**config.mk**
```make
export PLATFORM = sky130hd
export DESIGN_NAME = naive_bus_arbiter
export DESIGN_NICKNAME = d
export VERILOG_FILES = /design/src/rtl/naive_bus_arbiter.sv
export SDC_FILE = /design/constraint.sdc
export NUM_CORES = 1
export LEC_CHECK = 0
export ABC_AREA = 0
export CORE_AREA = 2 2 221 223
export DETAILED_ROUTE_END_ITERATION = 12
export DIE_AREA = 0 0 223 225
export DONT_BUFFER_PORTS = 1
export PLACE_DENSITY = 0.3
export SETUP_SLACK_MARGIN = 0.1
export SYNTH_ARGS = -nofsm -noshare
export SYNTH_HDL_FRONTEND = slang
export SYNTH_SLANG_ARGS = --single-unit
```
**constraint.sdc**
```tcl
create_clock -name clk -period 2.8 [get_ports clk]
set_input_delay 0.42 -clock clk [delete_from_list [all_inputs] [get_ports clk]]
set_output_delay 0.42 -clock clk [all_outputs]
set_load 0.02 [all_outputs]
```
**src/rtl/naive_bus_arbiter.sv**
```systemverilog
// Shares one naive_bus slave port among NM masters, round-robin or fixed priority.
// Read data is steered back to the master that won the read grant one cycle earlier.
module naive_bus_arbiter #(
    parameter int NM         = 3,
    parameter bit FIXED_PRIO = 1'b0
) (
    input  logic             clk,
    input  logic             rst,
    input  logic [NM-1:0]    m_rd_req,
    input  logic [NM*4-1:0]  m_rd_be,
    input  logic [NM*32-1:0] m_rd_addr,
    output logic [NM-1:0]    m_rd_gnt,
    output logic [NM*32-1:0] m_rd_data,
    input  logic [NM-1:0]    m_wr_req,
    input  logic [NM*4-1:0]  m_wr_be,
    input  logic [NM*32-1:0] m_wr_addr,
    input  logic [NM*32-1:0] m_wr_data,
    output logic [NM-1:0]    m_wr_gnt,
    output logic             s_rd_req,
    output logic [3:0]       s_rd_be,
    output logic [31:0]      s_rd_addr,
    input  logic             s_rd_gnt,
    input  logic [31:0]      s_rd_data,
    output logic             s_wr_req,
    output logic [3:0]       s_wr_be,
    output logic [31:0]      s_wr_addr,
    output logic [31:0]      s_wr_data,
    input  logic             s_wr_gnt
);

    localparam int IW = (NM > 1) ? $clog2(NM) : 1;

    localparam logic [0:0] IDLE = 1'b0;
    localparam logic [0:0] HOLD = 1'b1;

    logic [0:0]    state_q, state_d;
    logic [IW-1:0] owner_q, owner_d;
    logic [IW-1:0] rr_ptr_q, rr_ptr_d;
    logic [IW-1:0] rd_own_q, rd_own_d;
    logic          rd_pend_q, rd_pend_d;

    logic [NM-1:0] req;
    logic [IW-1:0] cand;
    logic [IW-1:0] winner;
    logic          winner_vld;
    logic [IW-1:0] sel;
    logic          active;
    logic          rd_granted;
    logic          wr_granted;

    assign req = m_rd_req | m_wr_req;

    function automatic logic [IW-1:0] rotIndex(input logic [IW-1:0] base, input int offset);
        int k;
        k = int'(base) + offset;
        if (k >= NM) k = k - NM;
        return IW'(k);
    endfunction

    // Scan candidates in priority order; the first requester found wins.
    always_comb begin
        cand       = '0;
        winner     = '0;
        winner_vld = 1'b0;
        for (int i = 0; i < NM; i++) begin
            cand = FIXED_PRIO ? IW'(i) : rotIndex(rr_ptr_q, i);
            if (!winner_vld && req[cand]) begin
                winner     = cand;
                winner_vld = 1'b1;
            end
        end
    end

    // A HOLD owner that drops its request forwards nothing and releases the bus.
    always_comb begin
        if (state_q == IDLE) begin
            sel    = winner;
            active = winner_vld;
        end else begin
            sel    = owner_q;
            active = req[owner_q];
        end
        if (rst) active = 1'b0;
    end

    always_comb begin
        s_rd_req  = 1'b0;
        s_rd_be   = '0;
        s_rd_addr = '0;
        s_wr_req  = 1'b0;
        s_wr_be   = '0;
        s_wr_addr = '0;
        s_wr_data = '0;
        for (int i = 0; i < NM; i++) begin
            if (active && sel == IW'(i)) begin
                if (m_rd_req[i]) begin
                    s_rd_req  = 1'b1;
                    s_rd_be   = m_rd_be[4*i +: 4];
                    s_rd_addr = m_rd_addr[32*i +: 32];
                end else begin
                    s_wr_req  = 1'b1;
                    s_wr_be   = m_wr_be[4*i +: 4];
                    s_wr_addr = m_wr_addr[32*i +: 32];
                    s_wr_data = m_wr_data[32*i +: 32];
                end
            end
        end
    end

    assign rd_granted = s_rd_req & s_rd_gnt;
    assign wr_granted = s_wr_req & s_wr_gnt;

    always_comb begin
        m_rd_gnt  = '0;
        m_wr_gnt  = '0;
        m_rd_data = '0;
        for (int i = 0; i < NM; i++) begin
            if (sel == IW'(i)) begin
                m_rd_gnt[i] = rd_granted;
                m_wr_gnt[i] = wr_granted;
            end
            if (rd_pend_q && !rst && rd_own_q == IW'(i)) begin
                m_rd_data[32*i +: 32] = s_rd_data;
            end
        end
    end

    always_comb begin
        state_d   = state_q;
        owner_d   = owner_q;
        rr_ptr_d  = rr_ptr_q;
        rd_pend_d = rd_granted;
        rd_own_d  = rd_granted ? sel : rd_own_q;
        case (state_q)
            IDLE: begin
                if (active && !(rd_granted || wr_granted)) begin
                    state_d = HOLD;
                    owner_d = winner;
                end
            end
            HOLD: begin
                if (rd_granted || wr_granted || !req[owner_q]) state_d = IDLE;
            end
            default: state_d = IDLE;
        endcase
        if (rd_granted || wr_granted) begin
            rr_ptr_d = (sel == IW'(NM-1)) ? '0 : sel + IW'(1);
        end
    end

    always_ff @(posedge clk) begin
        if (rst) begin
            state_q   <= IDLE;
            owner_q   <= '0;
            rr_ptr_q  <= '0;
            rd_own_q  <= '0;
            rd_pend_q <= 1'b0;
        end else begin
            state_q   <= state_d;
            owner_q   <= owner_d;
            rr_ptr_q  <= rr_ptr_d;
            rd_own_q  <= rd_own_d;
            rd_pend_q <= rd_pend_d;
        end
    end

endmodule

```
==> metrics.md, run 1 <==
| Metric | Value |
|---|---|
| Register-to-Register Setup Slack | `-0.20 ns` |
| DP Area | `between 4000 and 5000 um2` |
| Startpoint Class | `flop` |
| Sink Count | `8` |
| Post-route antenna net violation count | `0` |
| Worst Setup EP | `s_rd_addr[12]` |
| Die Height | `225 um` |
| Synthesized area | `3030 um2` |
| Row count | `80` |
| Reg2reg end | `owner_q[0]$_SDFFE_PP0P_` |
| Final Critical Period | `approximately 3.5 ns` |
| FF/Latch Area | `168 um2` |
| Avg Cell Area, Syn | `about 6.8 um2` |
| CTS H-tree lvls | `1` |
| Power per cell area | `673 nW/um2` |
| Pre-antenna DRT Iters | `10` |
| Nets | `877` |
| Hold-fix buffer count after cts | `0` |
| M1 WL | `8480 um` |
| Post-route DRC | `0` |
| Max cap viols | `0` |
| Worst r2r src | `rr_ptr_q[0]$_SDFFE_PP0P_` |
| Yosys reg bits | `8` |
| Syn Nets | `805` |
| Fmax | `0.290 GHz` |
| Max Used Layer | `met4` |
| Largest net degree at the start of global routing | `55` |
| Vias per inst | `3.84` |
| Final WL | `23,000 um` |
| Final instance area | `between 5000 and 6000 um2` |
| Relative slew slack | `55.2%` |
| HPWL Detailed | `~15,000 um` |
| Fill cells | `5,432` |
| GP Congestion | `about 0.96` |
| P_leak | `around 2.5 nW` |
| Max Root-Sink Buffers | `2` |
| All-Layer GR Usage | `about 6.5%` |
| Most frequent cells in the layout | `a222oi_1, inv_1, and2_1, buf_4, buf_6` |
| Initial core utilization | `6.36%` |
| Tcrit/Tclk final | `123%` |
| Final Max Slew Viols | `0` |
| Routed wl met3 | `between 2000 and 2500 um` |
| Worst reg-to-reg path cell count | `14` |
| Die Wd | `223 um` |
| Worst min path class | `in -> reg` |
| Final WS setup | `-0.653 ns` |
| Failing checks | `setup timing` |
| Grt total ovfl | `0` |
| DR vias | `4,364` |
| CTS tree | `yes` |
| CP required | `about 2.4 ns` |
| Status | `finished with violations` |
| Num CTS Buffers | `3` |
| Core Footprint | `47,500 um2` |
| Sequential area share after synthesis | `5.29%` |
| Ports | `562` |
| Clk pin slew, worst setup/hold paths | `0.04 ns` |
| YS warnings | `0` |
| Met2 routed WL | `11,800 um` |
| Worst-Margin Slew | `0.672 ns` |
| First-pass GRT wire length | `about 24,000 um` |
| Port buffer count | `0` |
| Crit Path Class | `reg -> out` |
| Max FO, Critical Path | `9` |
| DR iter-0 viols | `approximately 600` |
| Final hold vios | `0` |
| Origin of the worst setup path | `rr_ptr_q[0]$_SDFFE_PP0P_` |
| Routed len/inst | `a little over 20 um` |
| Synth-to-Final Area Change | `80.6%` |
| Vias in the first global route | `3,660` |
| Multi-input logic area | `2540 um2` |
| Critical path endpoint category | `primary output` |
| Syn Inst Count | `~450` |
| Library cells used by synthesis | `37` |
| Most common cell after layout, fill and taps aside | `a222oi_1` |
| Final setup violation count | `117` |
| RSZ-0062 raised after global routing | `true` |
| Clock root buffer | `clkbuf_16` |
| Initial antenna violation count | `5` |
| Critical Path AT | `3.03 ns` |
| Setup WS pre-CTS | `-0.627 ns` |
| Peak VDD IR | `284 uV` |
| Clock skew | `0.000801 ns` |
| Die area | `50,200 um2` |
| Worst-skew pair later-pin latency | `0.23 ns` |
| Share of post-route cells with drive strength above 1 | `33.8%` |
layer usage:
metal,global-route usage (%),vias to the layer above
met1,7.34,2100
met5,0,-
met3,1.51,31
met2,12.2,388
met4,1.95,0
li1,-,1845
through the flow:
| stage | setup TNS, ns | total power [mW] | hold WS (ns) | util, % | std cells |
|---|---|---|---|---|---|
| floorplan | -5.52 | 1.93 | 0.457 | - | 447 |
| global placement | -23.56 | 2.45 | 0.487 | 8.92 | 1070 |
| detailed placement | -26.61 | 2.43 | 0.491 | 8.92 | 1070 |
| CTS | -64.59 | 2.96 | 0.253 | 9.74 | 1091 |
| global route | -74.78 | 3.87 | 0.250 | 11.5 | 1136 |
| finish | -58.35 | 3.68 | 0.258 | 11.5 | 1137 |
logic make-up after synthesis:
family	after synthesis	synth area share, %
DFF	8	5.29
adders and majority gates	4	1.65
and+or+nand+nor	146	31.0
AOI/OAI and AO/OA	132	41.5
buffers and inverters	157	20.5
layout make-up:
cell class / instances / area share (%)
diodes: 5 / 0.229
well taps: 615 / 14.1
inverters: 113 / 8.40
clock buffers: 3 / 1.37
multi-input cells: 282 / 46.5
flip-flops and latches: 8 / 3.07
repair buffers: 111 / 26.4
where the power goes:
part / internal [mW] / total, mW / switching (mW)
registers: 0.149 / 0.198 / 0.0496
clock network: 0.184 / 0.233 / 0.0499
logic: 1.42 / 3.25 / 1.83
total: 1.75 / 3.68 / 1.93
worst max-delay path, cell delays in order, from the launching register on:
cell and delay [ns]:
dfxtp_4 0.37, inv_4 0.04, ha_4 0.31, nor2b_4 0.16
o211ai_1 0.14, a31oi_2 0.24, a21o_1 0.19, buf_6 0.13
nor4_4 0.05, buf_12 0.14, buf_4 0.17, a222oi_1 0.60
inv_1 0.26
synth_stat cells, drive strengths merged:
cell | count | area share [%]
nor4bb | 2 | 0.66
a21oi | 9 | 1.5
dfxtp | 8 | 5.3
nor4b | 2 | 0.79
ha | 4 | 1.7
o211ai | 2 | 0.50
and2 | 100 | 21
a222oi | 104 | 34
a21o | 1 | 0.25
o31a | 1 | 0.29
nor4 | 3 | 1.8
nand4 | 2 | 0.41
o21ai | 2 | 0.33
nor2b | 2 | 0.41
inv | 113 | 14
a31oi | 3 | 0.62
or2 | 1 | 0.21
or3 | 2 | 0.41
nand3 | 2 | 0.33
a211oi | 4 | 1.2
nand2 | 4 | 0.50
nor3b | 6 | 1.7
clkbuf | 31 | 3.8
nor2 | 9 | 1.1
nor3 | 6 | 0.99
buf | 13 | 2.6
o31ai | 5 | 2.2
a311o | 1 | 0.33
nand2b | 3 | 0.62
and3 | 2 | 0.41
worst min-delay path by stage:
| stage | startpoint | end | slack (ns) | cells after the start |
|---|---|---|---|---|
| 4_1_cts | rst | rr_ptr_q[1]$_SDFFE_PP0P_ | 0.25 | 1 |
| 3_5_place_dp | rst | rr_ptr_q[1]$_SDFFE_PP0P_ | 0.49 | 1 |
| 3_3_place_gp | rr_ptr_q[0]$_SDFFE_PP0P_ | rr_ptr_q[0]$_SDFFE_PP0P_ | 0.49 | 2 |
| 2_1_floorplan | rd_own_q[1]$_SDFFE_PP0N_ | rd_own_q[1]$_SDFFE_PP0N_ | 0.46 | 2 |
| 5_1_grt | rst | rd_own_q[1]$_SDFFE_PP0N_ | 0.25 | 1 |
| 6_report | rst | rd_own_q[1]$_SDFFE_PP0N_ | 0.26 | 1 |
what timing repair did:
item                       4_1_cts  5_1_grt
resized for setup               16       92
cloned                           5       12
buffers inserted                13       29
setup endpoints to repair      120      120
pin swaps                       12       42
flip-flops by register name (all words and copies together) (netlist names):
| signal | count |
|---|---|
| rr_ptr_q | 2 |
| state_q | 1 |
| rd_pend_q | 1 |
| rd_own_q | 2 |
| owner_q | 2 |
Power figures use the tool's default switching activity.
==> run 2: changes to the inputs <==
--- a/config.mk
+++ b/config.mk
@@ -6,11 +6,12 @@
 export NUM_CORES = 1
 export LEC_CHECK = 0
 export ABC_AREA = 0
-export CORE_AREA = 2 2 221 223
+export CORE_AREA = 2 2 216 218
 export DETAILED_ROUTE_END_ITERATION = 12
-export DIE_AREA = 0 0 223 225
+export DIE_AREA = 0 0 218 220
 export DONT_BUFFER_PORTS = 1
 export PLACE_DENSITY = 0.3
+export RECOVER_POWER = 100
 export SETUP_SLACK_MARGIN = 0.1
 export SYNTH_ARGS = -nofsm -noshare
 export SYNTH_HDL_FRONTEND = slang
==> metrics.md, run 2 (synthesis results as in run 1) <==
| Metric | Value |
|---|---|
| DR iter-0 viols | `between 700 and 800` |
| Startpoint Class | `flop` |
| Grt total ovfl | `0` |
| Max FO, Critical Path | `7` |
| Post-route DRC | `0` |
| Worst min path class | `in -> reg` |
| WP buf/inv | `6` |
| Clock skew | `0.00415 ns` |
| Regs by FF count | `owner_q (2), rd_own_q (2), rr_ptr_q (2)` |
| DP Area | `4140 um2` |
| Worst-Margin Slew | `around 0.56 ns` |
| Clock root buffer | `clkbuf_16` |
| Total Neg Setup Slack | `-52.62 ns` |
| RSZ-0062 raised after global routing | `true` |
| Final instance area | `5440 um2` |
| Most frequent cells in the layout | `a222oi_1, inv_1, and2_0, buf_4, buf_12` |
| Sink Count | `8` |
| Multi-input logic area | `2550 um2` |
| Relative slew slack | `62.4%` |
| Fmax | `just under 0.3 GHz` |
| Worst-path cell with the longest stage delay | `a222oi_1` |
| Die Height | `~220 um` |
| Critical Path AT | `2.94 ns` |
| P_leak | `2.41 nW` |
| Core Footprint | `around 46,000 um2` |
| Critical path endpoint category | `primary output` |
| Placed Instances | `1,048` |
| Setup WS pre-CTS | `-0.359 ns` |
| Status | `finished with violations` |
| FF/Latch Area | `165 um2` |
| Most common cell after layout, fill and taps aside | `a222oi_1` |
| Num CTS Buffers | `3` |
| Crit Path Class | `reg -> out` |
| Share of post-route cells with drive strength above 1 | `31.1%` |
| Row count | `79` |
| First-pass GRT wire length | `between 20,000 and 30,000 um` |
| Final setup violation count | `between 100 and 150` |
| Crit-path leading delay family | `buffers and inverters` |
| Fill cells | `5,276` |
| Routed len/inst | `23.4 um` |
| Die area | `between 40,000 and 50,000 um2` |
| Synth-to-Final Area Change | `79.8%` |
| Worst r2r src | `rr_ptr_q[1]$_SDFFE_PP0P_` |
| CTS H-tree lvls | `1` |
| GP Congestion | `around 0.91` |
| Nets | `858` |
| Ports | `562` |
| Failing checks | `setup timing` |
| Vias per inst | `approximately 4` |
| Initial antenna violation count | `4` |
| Final hold vios | `0` |
| DR vias | `between 4,000 and 5,000` |
| Tcrit/Tclk final | `120%` |
| Startpoint of the worst hold path | `rst` |
| Overall power | `3.84 mW` |
| Max Root-Sink Buffers | `2` |
| Final WL | `26,000 um` |
| Worst-skew pair later-pin latency | `0.23 ns` |
| Die Wd | `218 um` |
| Initial core utilization | `~6.6%` |
| Port buffer count | `0` |
| Final Max Slew Viols | `0` |
| All-Layer GR Usage | `8.94%` |
| Origin of the worst setup path | `rr_ptr_q[1]$_SDFFE_PP0P_` |
| Peak VDD IR | `258 uV` |
| Power per cell area | `about 700 nW/um2` |
| Clk pin slew, worst setup/hold paths | `0.04 ns` |
| Vias in the first global route | `3,850` |
| Post-route antenna net violation count | `0` |
| Final Critical Period | `3.36 ns` |
| Max cap viols | `0` |
| Pre-antenna DRT Iters | `10` |
| Final WS setup | `-0.556 ns` |
| Largest net degree at the start of global routing | `67` |
| CTS tree | `yes` |
| Crit-path cells | `ha_4 > nand2b_4 > a21oi_4 > buf_6 > a21oi_4 > o31ai_4 > buf_12 > buf_6 > nor4_4 > buf_12 > bufbuf_16 > a222oi_1 > inv_1` |
| HPWL Detailed | `between 15,000 and 20,000 um` |
| WHS | `0.249 ns` |
| Hold-fix buffer count after cts | `0` |
| Post-route core utilization | `11.9%` |
| Finished Layout Cells | `1,108` |
| CP required | `2.38 ns` |
| Max incr delay on CP | `around 0.41 ns` |
run 2: where the power goes:
part           internal [mW]  switching (mW)
clock network          0.184          0.0579
logic                   1.47            1.93
registers              0.147          0.0503
run 2: worst paths after layout:
path	to	cells past startpoint	slack [ns]
worst max-delay path	s_rd_addr[27]	13	-0.56
worst min-delay path	rr_ptr_q[1]$_SDFFE_PP0P_	1	0.25
worst max register to register	owner_q[1]$_SDFFE_PP0P_	16	-0.16
worst min register to register	rr_ptr_q[1]$_SDFFE_PP0P_	2	0.51
run 2: what timing repair did:
item | in CTS | in global routing
hold endpoints to repair | 0 | 0
gates resized for setup | 65 | 27
gates cloned | 16 | 8
setup endpoints to repair | 118 | 120
setup buffers | 27 | 8
pin swaps | 39 | 41
run 2: metal layers:
metal | vias to the layer above | share of wire, % | track usage, %
met5 | - | 0 | 0
met4 | 0 | 4.0 | 3.45
met3 | 37 | 10 | 1.81
met2 | 496 | 48 | 15.3
met1 | 2174 | 37 | 10.9
li1 | 1802 | - | -
run 2: area by class of cell:
class	count	share of cell area, %
diodes	3	0.138
clock buffers	3	1.38
inverters	113	8.07
multi-input cells	282	46.9
flip-flops and latches	8	3.04
well taps	607	14.0
repair buffers	92	26.5
